[config.mk]
export PLATFORM = sky130hd
export DESIGN_NAME = multicycle_ctrl_flat
export DESIGN_NICKNAME = d
export VERILOG_FILES = /design/src/rtl/mc_pkg.sv /design/src/rtl/mc_if.sv /design/src/rtl/mc_out_decode.sv /design/src/rtl/multicycle_ctrl.sv /design/src/flat_wrapper.sv
export SDC_FILE = /design/constraint.sdc
export NUM_CORES = 1
export LEC_CHECK = 0
export ABC_AREA = 1
export CAP_MARGIN = 25
export CORE_MARGIN = 3
export CORE_UTILIZATION = 50
export CTS_CLUSTER_DIAMETER = 30
export DETAILED_ROUTE_END_ITERATION = 16
export DONT_BUFFER_PORTS = 1
export SLEW_MARGIN = 20
export SYNTH_ARGS = -nofsm -noshare
export SYNTH_HDL_FRONTEND = slang
export SYNTH_SLANG_ARGS = --single-unit
[constraint.sdc]
create_clock -name CLK -period 2.05 [get_ports CLK]
set_input_delay 0.205 -clock CLK [delete_from_list [all_inputs] [get_ports CLK]]
set_output_delay 0.205 -clock CLK [all_outputs]
set_load 0.02 [all_outputs]
[src/rtl/mc_pkg.sv]
// Shared encodings for the multi-cycle ARM control sequencer: state codes,
// datapath select values, ALU command constants and the select/enable bundles.
package mc_pkg;

  typedef enum logic [3:0] {
    S_FETCH  = 4'd0,
    S_DECODE = 4'd1,
    S_MEMADR = 4'd2,
    S_MEMRD  = 4'd3,
    S_MEMWB  = 4'd4,
    S_MEMWR  = 4'd5,
    S_EXECR  = 4'd6,
    S_EXECI  = 4'd7,
    S_ALUWB  = 4'd8,
    S_BRANCH = 4'd9
  } state_e;

  typedef enum logic [1:0] {
    OP_DP  = 2'b00,
    OP_MEM = 2'b01,
    OP_BR  = 2'b10,
    OP_UND = 2'b11
  } op_e;

  localparam logic [1:0] RES_ALUOUT = 2'b00;
  localparam logic [1:0] RES_READ   = 2'b01;
  localparam logic [1:0] RES_ALURES = 2'b10;

  localparam logic [1:0] SRCB_RD2  = 2'b00;
  localparam logic [1:0] SRCB_IMM  = 2'b01;
  localparam logic [1:0] SRCB_FOUR = 2'b10;

  localparam logic [3:0] CMD_ADD = 4'b0100;
  localparam logic [3:0] CMD_SUB = 4'b0010;
  localparam logic [3:0] CMD_TST = 4'b1000;
  localparam logic [3:0] CMD_CMP = 4'b1010;

  localparam logic [3:0] REG_PC = 4'd15;

  typedef struct packed {
    logic       adr_src;
    logic [1:0] result_src;
    logic       alu_src_a;
    logic [1:0] alu_src_b;
    logic       alu_op;
  } sel_t;

  // Ungated enables; the top level qualifies them with CondEx and reset.
  typedef struct packed {
    logic       reg_w;
    logic       mem_w;
    logic       branch;
    logic       pcs;
    logic [1:0] flag_w;
  } raw_en_t;

  // Arithmetic commands also update the carry/overflow flags.
  function automatic logic sets_cv(input logic [3:0] cmd);
    return (cmd == CMD_SUB) || (cmd == CMD_ADD) || (cmd == CMD_CMP);
  endfunction

  function automatic logic no_writeback(input logic [3:0] cmd);
    return (cmd == CMD_TST) || (cmd == CMD_CMP);
  endfunction

endpackage

[src/rtl/mc_if.sv]
// Controller <-> datapath bundle: instruction fields and status in, selects and enables out.
interface mc_if;
  logic [1:0] Op;
  logic [5:0] Funct;
  logic [3:0] Rd;
  logic       CondEx;
  logic       MemReady;

  logic       PCWrite;
  logic       AdrSrc;
  logic       MemWrite;
  logic       IRWrite;
  logic [1:0] ResultSrc;
  logic       ALUSrcA;
  logic [1:0] ALUSrcB;
  logic       ALUOp;
  logic       RegWrite;
  logic [1:0] FlagW;
  logic       Illegal;

  modport master (
    input  Op, Funct, Rd, CondEx, MemReady,
    output PCWrite, AdrSrc, MemWrite, IRWrite, ResultSrc, ALUSrcA, ALUSrcB,
           ALUOp, RegWrite, FlagW, Illegal
  );

  modport slave (
    output Op, Funct, Rd, CondEx, MemReady,
    input  PCWrite, AdrSrc, MemWrite, IRWrite, ResultSrc, ALUSrcA, ALUSrcB,
           ALUOp, RegWrite, FlagW, Illegal
  );
endinterface

[src/rtl/mc_out_decode.sv]
// Moore output decode: current state plus instruction fields -> datapath selects
// and raw (not yet condition-gated) write enables.
module mc_out_decode
  import mc_pkg::*;
(
  input  state_e     state,
  input  logic [4:0] funct,
  input  logic [3:0] rd,
  output sel_t       sel,
  output raw_en_t    en
);

  logic [3:0] cmd;
  logic       s_bit;
  logic       alu_reg_w;
  logic       rd_is_pc;

  assign cmd       = funct[4:1];
  assign s_bit     = funct[0];
  assign alu_reg_w = !no_writeback(cmd);
  assign rd_is_pc  = (rd == REG_PC);

  always_comb begin
    sel = '0;
    en  = '0;
    case (state)
      S_FETCH, S_DECODE: begin
        sel.alu_src_a  = 1'b1;
        sel.alu_src_b  = SRCB_FOUR;
        sel.result_src = RES_ALURES;
      end
      S_MEMADR: sel.alu_src_b = SRCB_IMM;
      S_MEMRD:  sel.adr_src   = 1'b1;
      S_MEMWB: begin
        sel.result_src = RES_READ;
        en.reg_w       = 1'b1;
        en.pcs         = rd_is_pc;
      end
      S_MEMWR: begin
        sel.adr_src = 1'b1;
        en.mem_w    = 1'b1;
      end
      S_EXECR: begin
        sel.alu_src_b = SRCB_RD2;
        sel.alu_op    = 1'b1;
      end
      S_EXECI: begin
        sel.alu_src_b = SRCB_IMM;
        sel.alu_op    = 1'b1;
      end
      S_ALUWB: begin
        sel.result_src = RES_ALUOUT;
        en.reg_w       = alu_reg_w;
        en.pcs         = alu_reg_w & rd_is_pc;
        en.flag_w      = {s_bit, s_bit & sets_cv(cmd)};
      end
      S_BRANCH: begin
        sel.alu_src_b  = SRCB_IMM;
        sel.result_src = RES_ALURES;
        en.branch      = 1'b1;
      end
      default: ;
    endcase
  end

endmodule

[src/rtl/multicycle_ctrl.sv]
// Multi-cycle ARM sequencer: state register, next-state logic, CondEx/reset
// gating of the write enables and the retired-instruction counter.
module multicycle_ctrl
  import mc_pkg::*;
#(
  parameter int CNT_W = 32
) (
  input  logic             CLK,
  input  logic             RESETn,
  mc_if.master             bus,
  output logic [3:0]       State,
  output logic [CNT_W-1:0] RetireCnt
);

  state_e  state_q, state_d;
  logic    next_pc;
  logic    ir_write;
  logic    illegal;
  logic    retire;
  sel_t    sel;
  raw_en_t en;

  always_ff @(posedge CLK) begin
    if (!RESETn) state_q <= S_FETCH;
    else         state_q <= state_d;
  end

  always_comb begin
    state_d  = state_q;
    next_pc  = 1'b0;
    ir_write = 1'b0;
    illegal  = 1'b0;
    retire   = 1'b0;
    case (state_q)
      S_FETCH: begin
        if (bus.MemReady) begin
          ir_write = 1'b1;
          next_pc  = 1'b1;
          state_d  = S_DECODE;
        end
      end
      S_DECODE: begin
        case (op_e'(bus.Op))
          OP_MEM: state_d = S_MEMADR;
          OP_DP:  state_d = bus.Funct[5] ? S_EXECI : S_EXECR;
          OP_BR:  state_d = S_BRANCH;
          OP_UND: begin
            illegal = 1'b1;
            state_d = S_FETCH;
          end
          default: state_d = S_FETCH;
        endcase
      end
      S_MEMADR: state_d = bus.Funct[0] ? S_MEMRD : S_MEMWR;
      S_MEMRD:  if (bus.MemReady) state_d = S_MEMWB;
      S_EXECR, S_EXECI: state_d = S_ALUWB;
      S_MEMWB, S_ALUWB, S_BRANCH: begin
        retire  = 1'b1;
        state_d = S_FETCH;
      end
      S_MEMWR: begin
        if (bus.MemReady) begin
          retire  = 1'b1;
          state_d = S_FETCH;
        end
      end
      default: state_d = S_FETCH;
    endcase
  end

  mc_out_decode u_dec (
    .state (state_q),
    .funct (bus.Funct[4:0]),
    .rd    (bus.Rd),
    .sel   (sel),
    .en    (en)
  );

  assign bus.AdrSrc    = sel.adr_src;
  assign bus.ResultSrc = sel.result_src;
  assign bus.ALUSrcA   = sel.alu_src_a;
  assign bus.ALUSrcB   = sel.alu_src_b;
  assign bus.ALUOp     = sel.alu_op;

  // Reset dominates every enable so an interrupted store never commits.
  assign bus.PCWrite  = RESETn & (next_pc | ((en.branch | en.pcs) & bus.CondEx));
  assign bus.IRWrite  = RESETn & ir_write;
  assign bus.RegWrite = RESETn & en.reg_w & bus.CondEx;
  assign bus.MemWrite = RESETn & en.mem_w & bus.CondEx;
  assign bus.FlagW    = en.flag_w & {2{RESETn & bus.CondEx}};
  assign bus.Illegal  = RESETn & illegal;

  always_ff @(posedge CLK) begin
    if (!RESETn)     RetireCnt <= '0;
    else if (retire) RetireCnt <= RetireCnt + CNT_W'(1);
  end

  assign State = state_q;

endmodule
[src/flat_wrapper.sv]
// flat-port wrapper written by rule: the top's interface ports become plain ports
module multicycle_ctrl_flat import mc_pkg::*;
#(
  parameter int CNT_W = 32
)
  (CLK, RESETn, State, RetireCnt, bus_Op, bus_Funct, bus_Rd, bus_CondEx, bus_MemReady, bus_PCWrite, bus_AdrSrc, bus_MemWrite, bus_IRWrite, bus_ResultSrc, bus_ALUSrcA, bus_ALUSrcB, bus_ALUOp, bus_RegWrite, bus_FlagW, bus_Illegal);
  mc_if bus_i ();
  input  logic CLK;
  input  logic RESETn;
  output logic [3:0] State;
  output logic [CNT_W-1:0] RetireCnt;
  input wire logic [$bits(bus_i.Op)-1:0] bus_Op;
  input wire logic [$bits(bus_i.Funct)-1:0] bus_Funct;
  input wire logic [$bits(bus_i.Rd)-1:0] bus_Rd;
  input wire logic [$bits(bus_i.CondEx)-1:0] bus_CondEx;
  input wire logic [$bits(bus_i.MemReady)-1:0] bus_MemReady;
  output wire logic [$bits(bus_i.PCWrite)-1:0] bus_PCWrite;
  output wire logic [$bits(bus_i.AdrSrc)-1:0] bus_AdrSrc;
  output wire logic [$bits(bus_i.MemWrite)-1:0] bus_MemWrite;
  output wire logic [$bits(bus_i.IRWrite)-1:0] bus_IRWrite;
  output wire logic [$bits(bus_i.ResultSrc)-1:0] bus_ResultSrc;
  output wire logic [$bits(bus_i.ALUSrcA)-1:0] bus_ALUSrcA;
  output wire logic [$bits(bus_i.ALUSrcB)-1:0] bus_ALUSrcB;
  output wire logic [$bits(bus_i.ALUOp)-1:0] bus_ALUOp;
  output wire logic [$bits(bus_i.RegWrite)-1:0] bus_RegWrite;
  output wire logic [$bits(bus_i.FlagW)-1:0] bus_FlagW;
  output wire logic [$bits(bus_i.Illegal)-1:0] bus_Illegal;
  assign bus_i.Op = bus_Op;
  assign bus_i.Funct = bus_Funct;
  assign bus_i.Rd = bus_Rd;
  assign bus_i.CondEx = bus_CondEx;
  assign bus_i.MemReady = bus_MemReady;
  assign bus_PCWrite = bus_i.PCWrite;
  assign bus_AdrSrc = bus_i.AdrSrc;
  assign bus_MemWrite = bus_i.MemWrite;
  assign bus_IRWrite = bus_i.IRWrite;
  assign bus_ResultSrc = bus_i.ResultSrc;
  assign bus_ALUSrcA = bus_i.ALUSrcA;
  assign bus_ALUSrcB = bus_i.ALUSrcB;
  assign bus_ALUOp = bus_i.ALUOp;
  assign bus_RegWrite = bus_i.RegWrite;
  assign bus_FlagW = bus_i.FlagW;
  assign bus_Illegal = bus_i.Illegal;
  multicycle_ctrl #(.CNT_W(CNT_W)) u_core (.CLK(CLK), .RESETn(RESETn), .bus(bus_i), .State(State), .RetireCnt(RetireCnt));
endmodule
==> results of run 1 <==
## cells in the mapped netlist (all sizes together)
cell and count:
nand2 105, nor2 88, inv 48, dfxtp 36, nand3 28, a21oi 16, nand4 16, o21ai 15
buf 6, o21bai 5, nor3 3, clkbuf 2, a2111oi 1, a211oi 1, a22oi 1, clkinv 1
ha 1, nand3b 1, o22ai 1, o311ai 1
## stage by stage
stage | power (uW) | util [%] | cell area (sq um)
finish | 1600 | 57.4 | 2510
global route | 1680 | 57.4 | 2510
CTS | 1610 | 57.3 | 2510
detailed placement | 1130 | 55.6 | 2440
global placement | 1130 | 55.6 | 2440
floorplan | 1060 | - | 2300
## flip-flops by register name, indices dropped and copies added (netlist names)
| register | cells |
|---|---|
| u_core.RetireCnt | 32 |
| u_core.State | 4 |
## cell families after synthesis
group           Yosys count  share of synthesized area, %
fa+ha+maj                 1                         0.545
flops                    36                          31.4
buf+inv                  57                          11.1
compound gates           41                          10.6
simple gates            241                          46.4
## worst register-to-register path, delay by kind of cell (launching register included)
kind / cells / cell delay [ns]
buffers and inverters: 1 / 0.08
AND/OR/NAND/NOR: 9 / 1.14
flip-flops: 1 / 0.38
## how the worst min path moves through the flow
stage,cells after the start,to,slack (ns),from
2_1_floorplan,2,u_core.State[3],0.38,bus_Op[1]
3_3_place_gp,2,u_core.RetireCnt[10],0.33,RESETn
3_5_place_dp,2,u_core.RetireCnt[10],0.33,RESETn
4_1_cts,2,u_core.RetireCnt[10],0.03,RESETn
5_1_grt,2,u_core.RetireCnt[10],0.03,RESETn
6_report,2,u_core.RetireCnt[10],0.03,RESETn
## area by class of cell
| type | instances | area share, % |
|---|---|---|
| repair buffers | 19 | 5.67 |
| well taps | 52 | 2.59 |
| clock buffers | 6 | 2.89 |
| clock inverters | 1 | 0.199 |
| flip-flops and latches | 36 | 28.7 |
| multi-input cells | 283 | 52.5 |
| inverters | 49 | 7.41 |
## routing by layer
| metal | vias to the layer above | track usage (%) | share of wire (%) |
|---|---|---|---|
| met1 | 1029 | 32.1 | 48 |
| met4 | 0 | 8.45 | 1.6 |
| met5 | - | 0 | 0 |
| met2 | 60 | 31.6 | 44 |
| met3 | 9 | 4.92 | 6.2 |
| li1 | 1234 | - | - |
## power breakdown
group | internal (uW) | total, uW | switching, uW | leakage, uW
clock | 231 | 483 | 252 | 0.0000410
sequential | 719 | 738 | 19.2 | 0.000291
combinational | 109 | 376 | 268 | 0.000634
## timing repair
item	CTS	global route
gates resized for setup	0	1
endpoints found under the setup margin	0	2
buffers inserted	0	0
hold endpoints to repair	0	0
==> summary.md, run 1 <==
The flow ran to the end, and the final reports show no timing, DRC or antenna violations. For the worst-skew pair, the clock arrives at the later sink with an insertion delay of 0.29 ns. The die covers 0.00544 sq mm. The tree is rooted in a sky130_fd_sc_hd__clkbuf_8. The repair_antennas step left the layout with diodes totalling 0.

The synthesized netlist contains 32 unique library cells. The first-pass iteration count of the detailed router came out at 4. For this run the aggregate overflow at the end of global routing stands at 0. OpenSTA, run right after detailed placement, puts the worst setup slack at 0.253 ns. In this run the remaining antenna-violating nets after routing total 0. The count of final max-slew check failures is 0.

STA puts the critical path data required time at 1.85 ns. The area occupied by multi-input gates was 0.00132 sq mm; the DRC violation count after routing was 0. The tools report the cell area after synthesis as 0.00230 sq mm.

The critical register-to-register path startpoint is u_core.State[3]. Setup violations remaining at the end of the flow were counted as 0. The register area is 722 sq um.

Path category of the worst min-delay check: input pin to flop. The run gives 439 as the count of placed standard cells including taps. The largest single stage delay on the critical path is 0.38 ns. For the CTS buffer count, the log shows 5. The initialized floorplan defines 24 standard-cell rows. The layout cell share with drive strength beyond 1 came out at 12.4%. CTS saw 36 sinks.

Derived from the worst setup path, the maximum achievable clock frequency is 0.550 GHz. Across all layers, the routed design uses 2,332 vias. The clock passes through at most 2 buffers. The tool flagged a number of max-cap violations equal to 0. The tools report the overall track demand over capacity in global routing as 22.2%. TritonCTS built the clock tree. STA classifies the critical path startpoint as a flop. Dividing the final minimum period by the clock period gives 88.8%. Measured against its own limit, the worst slew margin works out to 63.6%.

DRC marker count from the first detailed-route iteration: 136. Setup repair after global routing left no endpoint under its margin. In this run, synthesis produced a sequential element count of 36. For the pin with the worst max-slew slack, the measured transition is 0.543 ns. Endpoint of the worst setup timing path: bus_PCWrite.

The yosys synthesis warning count is 0, and the quantity of I/O buffers inserted on ports is 0. During I/O placement, the number of pins put on the boundary was 66. Excluding fillers, the count of instances in the completed layout stands at 446.

Among cell families on the critical path, the largest total delay comes from flip-flops. Pin count of the biggest net entering global routing: 36. STA classifies the critical path endpoint as an output port.

Relative to the synthesized area, the layout overhead comes to 9.54%. Summed over all cells, the static leakage comes to 0.000966 uW. The sum of net half-perimeters after detailed placement is 4.41 mm, and the filler cell count in the final layout is 441. The number of nets handed over by synthesis was 393. After clock tree synthesis, the flow added hold-fix buffers numbering 0.

For the worst supply voltage drop on vdd, the log shows 0.353 mV. Largest area contributor in the netlist: sky130_fd_sc_hd__dfxtp_1. The region available for standard cell placement spans 0.00438 sq mm. For this run, the register share of the synthesized area comes to 31.4%.

Cell repeated most along the worst path: sky130_fd_sc_hd__o21ai_0. After technology mapping, the gate count stands at 376. The critical path buffer and inverter count is 2, and the first-pass GRT wire length is 9.58 mm. The starting density of the core was 52.4%. Clock-pin slew was measured on the worst setup and hold paths at 0.08 ns.

The tools report the via count of the first global-routing pass as 2,043. At the worst endpoint, the arrival time is 1.61 ns. Clock skew on the completed layout was measured at 0.00900 ns. The power per unit of standard cell area works out to 635 mW/mm^2. The endpoint of the worst-slack reg-to-reg timing path was u_core.RetireCnt[17].

The library cell used most frequently in the layout, excluding fill and tap cells, is sky130_fd_sc_hd__nand2_1. For the total count of hold-check failures in the final report, the log shows 0. In the post-route analysis, the smallest setup slack over all paths is 0.230 ns. The classification of the worst setup path was flop to output port. Yosys attributes the largest share of cell area to sky130_fd_sc_hd__dfxtp_1 31%, sky130_fd_sc_hd__nand2_1 16%, sky130_fd_sc_hd__nor2_1 13%.

The slowest stage of the critical path belongs to the cell sky130_fd_sc_hd__dfxtp_2. The mean post-synth cell area was 6.11 sq um. After routing, the total negative slack on setup checks comes to 0 ns. After synthesis, the largest area contributor takes up 31.4% of total cell area. For the initial antenna violation count, the log shows 0. The routed length per placed instance was 12.9 um. The routed design could run at a clock period as short as 1.82 ns. Across all register-to-register paths, the minimum setup slack is 0.32 ns. CTS H-tree depth: 2. Traced cell by cell, the critical path runs through inv_1 > nand2_2 > nor2_4 > a21oi_1 > o21ai_0 > nand2_1 > o21ai_0 > buf_4. From left edge to right edge, the die measures 73.8 um. Worst reg2reg path depth: 10. Hold is met by 0.0313 ns. The tools report the start point of the critical path as u_core.State[3]. The die height is 73.8 um. The via density per instance came out at 5.23. In this run the worst path has a maximum fanout of 5. Wire length reported by the detailed router: 5.77 mm.

In this run the number of cells on the critical path is 8. For this run, the post-layout net count is 411. The routability congestion estimate is 0.890. In the layout the commonest cells are 97 x sky130_fd_sc_hd__nand2_1, 79 x sky130_fd_sc_hd__nor2_1, 45 x sky130_fd_sc_hd__inv_1.
(Power assumes the default switching activity.)
==> run 2, diff against run 1 <==
Settings changed: CORE_UTILIZATION 50 to 48, DONT_BUFFER_PORTS 1 to unset, PLACE_DENSITY set to 0.81.
==> run 2 against run 1 <==
- sequential share of layout area down 5.7 points
- sequential power increased by 1%
- global-route usage up 0.80 points
- cell area grew 25%
- die area rose by 3.8%
- fmax fell by 7.5%
- highest routed layer unchanged
==> summary.md, run 2 (same netlist as run 1, synthesis figures left out) <==
The flow ran to the end, and the final reports show no timing, DRC or antenna violations. Die span in x: 75.2 um (was 73.8 um). Clock tree buffer depth: 2 (unchanged). Classification of the worst setup path: flop to output port (unchanged).

Internal cell power: 1280 uW (was 1060 uW). The via density per instance is 5.17 (was 5.23). Root buffer cell: sky130_fd_sc_hd__clkbuf_8 (unchanged). The run gives 0.0122 ns (was 0.00900 ns) as the setup skew after layout. Switching portion of total power: 30.8% (was 33.7%). The worst reg2reg path depth is 8 (was 10). The tools report the standard cell core area as 0.00447 sq mm (was 0.00438 sq mm). The combinational group share of total power was 26.0% (was 23.6%). The tools report the register area as 722 sq um (unchanged). The tools report the critical register-to-register path startpoint as u_core.RetireCnt[0] (was u_core.State[3]).

The worst-path maximum fanout came out at 5 (unchanged). The logs give 5 (was 4) for the first-pass iteration count of the detailed router and 0.00128 uW (was 0.000966 uW) for the standby leakage power. The DRC violation count after routing came out at 0 (unchanged). The count of placed standard cells in the final layout, fillers left out was 503 (was 446).

The total negative slack for setup checks was 0 ns (unchanged). TritonCTS built the clock tree. The nature of the critical path endpoint is an output port (unchanged). Total count of hold-check failures in the final report: 0 (unchanged). Setup repair after global routing left no endpoint under its margin.

The minimum period implied by the final worst setup slack was 1.97 ns (was 1.82 ns). The start point of the critical path is u_core.State[2] (was u_core.State[3]). The starting density of the core came out at 51.3% (was 52.4%). The most common library cell in the layout ignoring fill and taps was sky130_fd_sc_hd__nand2_1 (unchanged). The tools report the number of clock sinks as 36 (unchanged). The boundary pin count came out at 66 (unchanged). The logs give 0.00565 sq mm (was 0.00544 sq mm) for the floorplan die area and 0 (unchanged) for the leftover overflow at the end of global routing. The sum of net half-perimeters after detailed placement is 4.67 mm (was 4.41 mm), and the number of antenna diodes is 0 (unchanged). The arrival time at the worst endpoint is 1.76 ns (was 1.61 ns), and the number of nets in the finished design is 467 (was 411).

The post-layout total power is 1850 uW (was 1600 uW). Final-report setup violation count: 0 (unchanged). The count of hold buffers inserted by post-cts repair was 0 (unchanged); the clock latency reported for the late side of the worst-skew pair was 0.29 ns (about the same). First-pass GRT wire length: 10.4 mm (was 9.58 mm). Endpoint of the worst setup timing path: bus_ResultSrc[0] (was bus_PCWrite). The proportion of power drawn by flip-flops and latches is 40.6% (was 46.2%). The logs give 0 (unchanged) for the max capacitance violation total and 2,417 (was 2,043) for the via count of the first global-routing pass.

The layout cell share with drive strength beyond 1 is 9.31% (was 12.4%), and the post-detailed-route count of antenna-violating nets is 0 (unchanged). For the DRC marker count from the first detailed-route iteration, the log shows 193 (was 136). The wire length reported by the detailed router is 6.12 mm (was 5.77 mm), and the routability congestion estimate is 0.890 (about the same). The routed length per placed instance works out to 12.2 um (was 12.9 um). The die height was 75.2 um (was 73.8 um). The quantity of I/O buffers inserted on ports was 65 (was 0); the setup slack at placement was -0.117 ns (was 0.253 ns). Path category of the worst min-delay check: flop to flop (was input pin to flop).

Flip-flop count of the largest register, all copies and words added: 32 (unchanged). The count of placed standard cells including taps was 495 (was 439); the filler cell count in the final layout was 384 (was 441). The maximum clock rate is 0.508 GHz (was 0.550 GHz). For the setup slack of the worst register-to-register path, the log shows 0.27 ns (was 0.32 ns). The number of placement rows is 24 (unchanged), and the clock slew seen by the registers of the worst setup and hold paths is 0.07 ns (was 0.08 ns).

The register with the most flip-flops is u_core.RetireCnt (unchanged). The run gives 2 (unchanged) as the CTS H-tree depth. The run gives 0.00133 sq mm (was 0.00132 sq mm) as the area occupied by multi-input gates. The category of the worst setup path launch point is a flop (unchanged).

The slew of the pin with the lowest slew margin came out at 0.401 ns (was 0.543 ns). The logs give 33.4% (was 30.2%) for the portion of total power attributed to the clock network and 0 (unchanged) for the count of final max-slew check failures. The run gives 1.85 ns (about the same) as the required time of the critical path. The initial antenna violation count is 0 (unchanged), and the power per unit of standard cell area is 587 mW/mm^2 (was 635 mW/mm^2).

Worst hold path depth: 2 (unchanged). Endpoint of the worst-slack reg-to-reg timing path: u_core.RetireCnt[28] (was u_core.RetireCnt[17]). The pin count of the biggest net entering global routing was 25 (was 36). The normalized max-slew margin is 73.2% (was 63.6%). The CTS buffer count came out at 5 (unchanged).

The via count was 2,602 (was 2,332); the overall track demand over capacity in global routing was 23.0% (was 22.2%). Highest-count cells in the layout ignoring fill and taps: 97 x sky130_fd_sc_hd__nand2_1, 79 x sky130_fd_sc_hd__nor2_1, 55 x sky130_fd_sc_hd__clkdlybuf4s50_1 (was 97 x sky130_fd_sc_hd__nand2_1, 79 x sky130_fd_sc_hd__nor2_1, 45 x sky130_fd_sc_hd__inv_1). For the final setup slack of the worst path, the log shows 0.0833 ns (was 0.230 ns). The tools report the reported net switching power as 570 uW (was 539 uW).

The area added between synthesis and finish works out to 36.9% (was 9.54%). The final critical-path share of the clock period came out at 95.9% (was 88.8%). The worst supply voltage drop on vdd came out at 0.538 mV (was 0.353 mV).
## run 2: area by class of cell
cell class                      count  share of cell area, %
Timing Repair Buffer               75                   23.4
Multi-Input combinational cell    283                   42.2
Clock inverter                      2                   1.11
Sequential cell                    36                   23.0
Tap cell                           52                   2.07
Clock buffer                        6                   2.31
Inverter                           49                   5.93
## run 2: worst min-delay path by stage
stage | startpoint | endpoint | slack [ns]
global route | u_core.RetireCnt[3] | u_core.RetireCnt[3] | 0.54
CTS | u_core.RetireCnt[5] | u_core.RetireCnt[5] | 0.51
detailed placement | u_core.RetireCnt[5] | u_core.RetireCnt[5] | 0.50
global placement | u_core.RetireCnt[9] | u_core.RetireCnt[9] | 0.49
floorplan | bus_Op[1] | u_core.State[3] | 0.38
finish | u_core.RetireCnt[5] | u_core.RetireCnt[5] | 0.51
## run 2: power groups by stage
stage	clock network, uW	registers (uW)	logic (uW)
after detailed placement	0	761	482
after CTS	627	746	481
after floorplan	0	781	282
final	617	749	481
after global routing	662	751	521
after global placement	0	761	479
## run 2: metrics by stage
step	utilization (%)	hold slack, ns	instance area (sq um)
after CTS	69.8	0.512	3120
after global placement	67.5	0.487	3020
final	70.3	0.509	3140
after global routing	70.3	0.539	3140
after detailed placement	67.5	0.499	3020
after floorplan	-	0.375	2300
## run 2: per-layer routing
layer	track usage [%]	vias up	share of wire (%)
met2	38.4	94	49
met1	30.4	1153	44
met3	4.41	9	6.0
li1	-	1346	-
met4	6.02	0	1.3
met5	0	-	0
## run 2: worst max-delay path: stages (launching register included)
cell,delay (ns)
sky130_fd_sc_hd__dfxtp_1,0.48
sky130_fd_sc_hd__nand2_2,0.14
sky130_fd_sc_hd__nor2_4,0.12
sky130_fd_sc_hd__buf_4,0.13
sky130_fd_sc_hd__clkdlybuf4s50_1,0.61
## run 2: timing repair
item                                    in CTS  in global routing
cloned                                       0                  0
buffers inserted                             0                  0
pin swaps                                    0                  0
endpoints found under the setup margin       4                 10
gates resized for setup                      3                 13
==> run 3, diff against run 2 <==
Settings changed: PLACE_DENSITY 0.81 to 0.9.
==> run 3 against run 2 <==
- core utilization shrank 1.0 points
- cell area fell by 1.4%
- critical path depth grew 3
- critical endpoint is now bus_PCWrite
- largest cell class unchanged
==> summary.md, run 3 (same netlist as run 1, synthesis figures left out) <==
The filler cell count in the final layout is 368 (was 384), and the reported net switching power is 558 uW (was 570 uW). Number of antenna diodes: 0 (unchanged). The area added between synthesis and finish is 35.0% (was 36.9%), and the standard cell core area is 0.00447 sq mm (unchanged).

Category of the worst setup path launch point: a flop (unchanged). The final critical-path share of the clock period was 94.0% (was 95.9%); the post-route cell area was 0.00310 sq mm (was 0.00314 sq mm). The flow ran to the end, and the final reports show no timing, DRC or antenna violations.

The clock slew seen by the registers of the worst setup and hold paths is 0.07 ns (about the same). The internal cell power was 1180 uW (was 1280 uW); the setup skew after layout was 0.00627 ns (was 0.0122 ns). The run gives 0.920 (was 0.890) as the routability congestion estimate. The count of placed standard cells in the final layout, fillers left out was 500 (was 503); the switching portion of total power was 32.1% (was 30.8%). The path category of the worst min-delay check was flop to flop (unchanged).

The worst-path maximum fanout came out at 5 (unchanged). The classification of the worst setup path was flop to output port (unchanged). The run gives 0 (unchanged) as the post-detailed-route count of antenna-violating nets. The tools report the CTS H-tree depth as 2 (unchanged).

The most common library cell in the layout ignoring fill and taps is sky130_fd_sc_hd__nand2_1 (unchanged). Via density per instance: 5.21 (was 5.17). Highest-count cells in the layout ignoring fill and taps: 97 x sky130_fd_sc_hd__nand2_1, 79 x sky130_fd_sc_hd__nor2_1, 55 x sky130_fd_sc_hd__clkdlybuf4s50_1 (unchanged).

The routed length per placed instance is 12.3 um (was 12.2 um). The final setup slack of the worst path was 0.124 ns (was 0.0833 ns); the wire length reported by the detailed router was 6.13 mm (was 6.12 mm). The CTS buffer count was 5 (unchanged); the power per unit of standard cell area was 560 mW/mm^2 (was 587 mW/mm^2). The DRC marker count from the first detailed-route iteration is 214 (was 193). Flip-flop count of the largest register, all copies and words added: 32 (unchanged). The number of placement rows was 24 (unchanged); the required time of the critical path was 1.85 ns (about the same). The proportion of power drawn by flip-flops and latches came out at 43.1% (was 40.6%). The run gives 0 ns (unchanged) as the total negative slack for setup checks. The total count of hold-check failures in the final report was 0 (unchanged); the worst reg2reg path depth was 8 (unchanged). The quantity of I/O buffers inserted on ports is 65 (unchanged). Setup slack at placement: -0.0243 ns (was -0.117 ns).

For the starting density of the core, the log shows 51.3% (unchanged). The worst hold path depth came out at 2 (unchanged). For the count of placed standard cells including taps, the log shows 492 (was 495). The layout cell share with drive strength beyond 1 was 8.48% (was 9.31%); the number of clock sinks was 36 (unchanged). The final-report setup violation count is 0 (unchanged). The sum of net half-perimeters after detailed placement is 4.70 mm (was 4.67 mm), and the placed cell area is 0.00300 sq mm (was 0.00302 sq mm).

The pin count of the biggest net entering global routing was 26 (was 25); the combinational group share of total power was 26.7% (was 26.0%). The clock tree buffer depth is 2 (unchanged). The nature of the critical path endpoint was an output port (unchanged).

Root buffer cell: sky130_fd_sc_hd__clkbuf_8 (unchanged). The count of hold buffers inserted by post-cts repair was 0 (unchanged). The tools report the normalized max-slew margin as 78.5% (was 73.2%). The run gives 0.00133 sq mm (unchanged) as the area occupied by multi-input gates. The worst supply voltage drop on vdd came out at 0.424 mV (was 0.538 mV).

The tools report the standby leakage power as 0.00126 uW (was 0.00128 uW). TritonCTS built the clock tree. Die span in x: 75.2 um (unchanged). The logs give 0 (unchanged) for the DRC violation count after routing and 0.519 GHz (was 0.508 GHz) for the maximum clock rate. The logs give 22.2% (was 23.0%) for the overall track demand over capacity in global routing and 0 (unchanged) for the initial antenna violation count. For the count of final max-slew check failures, the log shows 0 (unchanged).

The tools report the via count as 2,604 (was 2,602). Setup repair after global routing left no endpoint under its margin. The tools report the boundary pin count as 66 (unchanged). The run gives 0.00565 sq mm (unchanged) as the floorplan die area. The logs give 2,306 (was 2,417) for the via count of the first global-routing pass and 722 sq um (unchanged) for the register area.

The max capacitance violation total was 0 (unchanged). The first-pass GRT wire length is 9.85 mm (was 10.4 mm). The leftover overflow at the end of global routing came out at 0 (unchanged). The run gives 30.2% (was 33.4%) as the portion of total power attributed to the clock network. First-pass iteration count of the detailed router: 4 (was 5).

The clock latency reported for the late side of the worst-skew pair is 0.29 ns (about the same), and the arrival time at the worst endpoint is 1.72 ns (was 1.76 ns). The register with the most flip-flops was u_core.RetireCnt (unchanged). The number of nets in the finished design is 464 (was 467), and the slew of the pin with the lowest slew margin is 0.321 ns (was 0.401 ns). The minimum period implied by the final worst setup slack works out to 1.93 ns (was 1.97 ns). The die height works out to 75.2 um (unchanged).
[run 3: cell types whose count changed in the layout (fill, tap and decap cells not counted)]
cell / change
sky130_fd_sc_hd__buf_4: -3
sky130_fd_sc_hd__dlygate4sd2_1: +2
sky130_fd_sc_hd__dlymetal6s2s_1: -1
sky130_fd_sc_hd__clkinv_2: -1
sky130_fd_sc_hd__bufinv_16: -1
sky130_fd_sc_hd__clkbuf_8: +1
sky130_fd_sc_hd__clkdlybuf4s15_1: -1
sky130_fd_sc_hd__clkbuf_1: +1
[run 3: layer usage]
layer | global-route usage (%) | part of all wire, %
met5 | 0 | 0
met4 | 7.38 | 1.1
met2 | 38.9 | 48
met3 | 3.87 | 6.8
met1 | 27.6 | 44
[run 3: final timing paths]
kind,startpoint,to,slack (ns)
setup / recovery,u_core.State[2],bus_PCWrite,0.12
hold / removal,u_core.RetireCnt[8],u_core.RetireCnt[8],0.50
setup reg to reg,u_core.RetireCnt[0],u_core.RetireCnt[28],0.34
hold reg to reg,u_core.RetireCnt[8],u_core.RetireCnt[8],0.50
[run 3: final cells by class]
class	count	area share [%]
Clock buffer	8	2.91
Inverter	49	6.02
Multi-Input combinational cell	283	42.8
Sequential cell	36	23.3
Tap cell	52	2.10
Timing Repair Buffer	72	22.9
[run 3: power groups by stage]
stage,combinational [uW],sequential [uW],clock [uW]
6_report,464,747,524
5_1_grt,504,751,552
2_1_floorplan,282,781,0
3_5_place_dp,471,762,0
4_1_cts,465,747,532
3_3_place_gp,460,761,0
[run 3: metrics by stage]
stage               utilization (%)  power, uW  hold slack, ns
finish                         69.3       1730           0.504
global route                   69.3       1810           0.525
CTS                            69.0       1740           0.503
detailed placement             67.0       1230           0.489
global placement               67.0       1220           0.486
floorplan                         -       1060           0.375
[run 3: timing repair]
item                       CTS  global route
gates resized for setup      5            10
setup buffers                0             0
hold endpoints to repair     0             0
setup endpoints to repair    5             8
[run 3: worst max-delay path, cell delays in order (launching register included)]
cell and delay, ns:
sky130_fd_sc_hd__dfxtp_1 0.46, sky130_fd_sc_hd__nand2_2 0.13, sky130_fd_sc_hd__nor2_4 0.16, sky130_fd_sc_hd__a21oi_1 0.07
sky130_fd_sc_hd__o21ai_0 0.15, sky130_fd_sc_hd__nand2_1 0.06, sky130_fd_sc_hd__o21ai_0 0.06, sky130_fd_sc_hd__dlygate4sd2_1 0.35
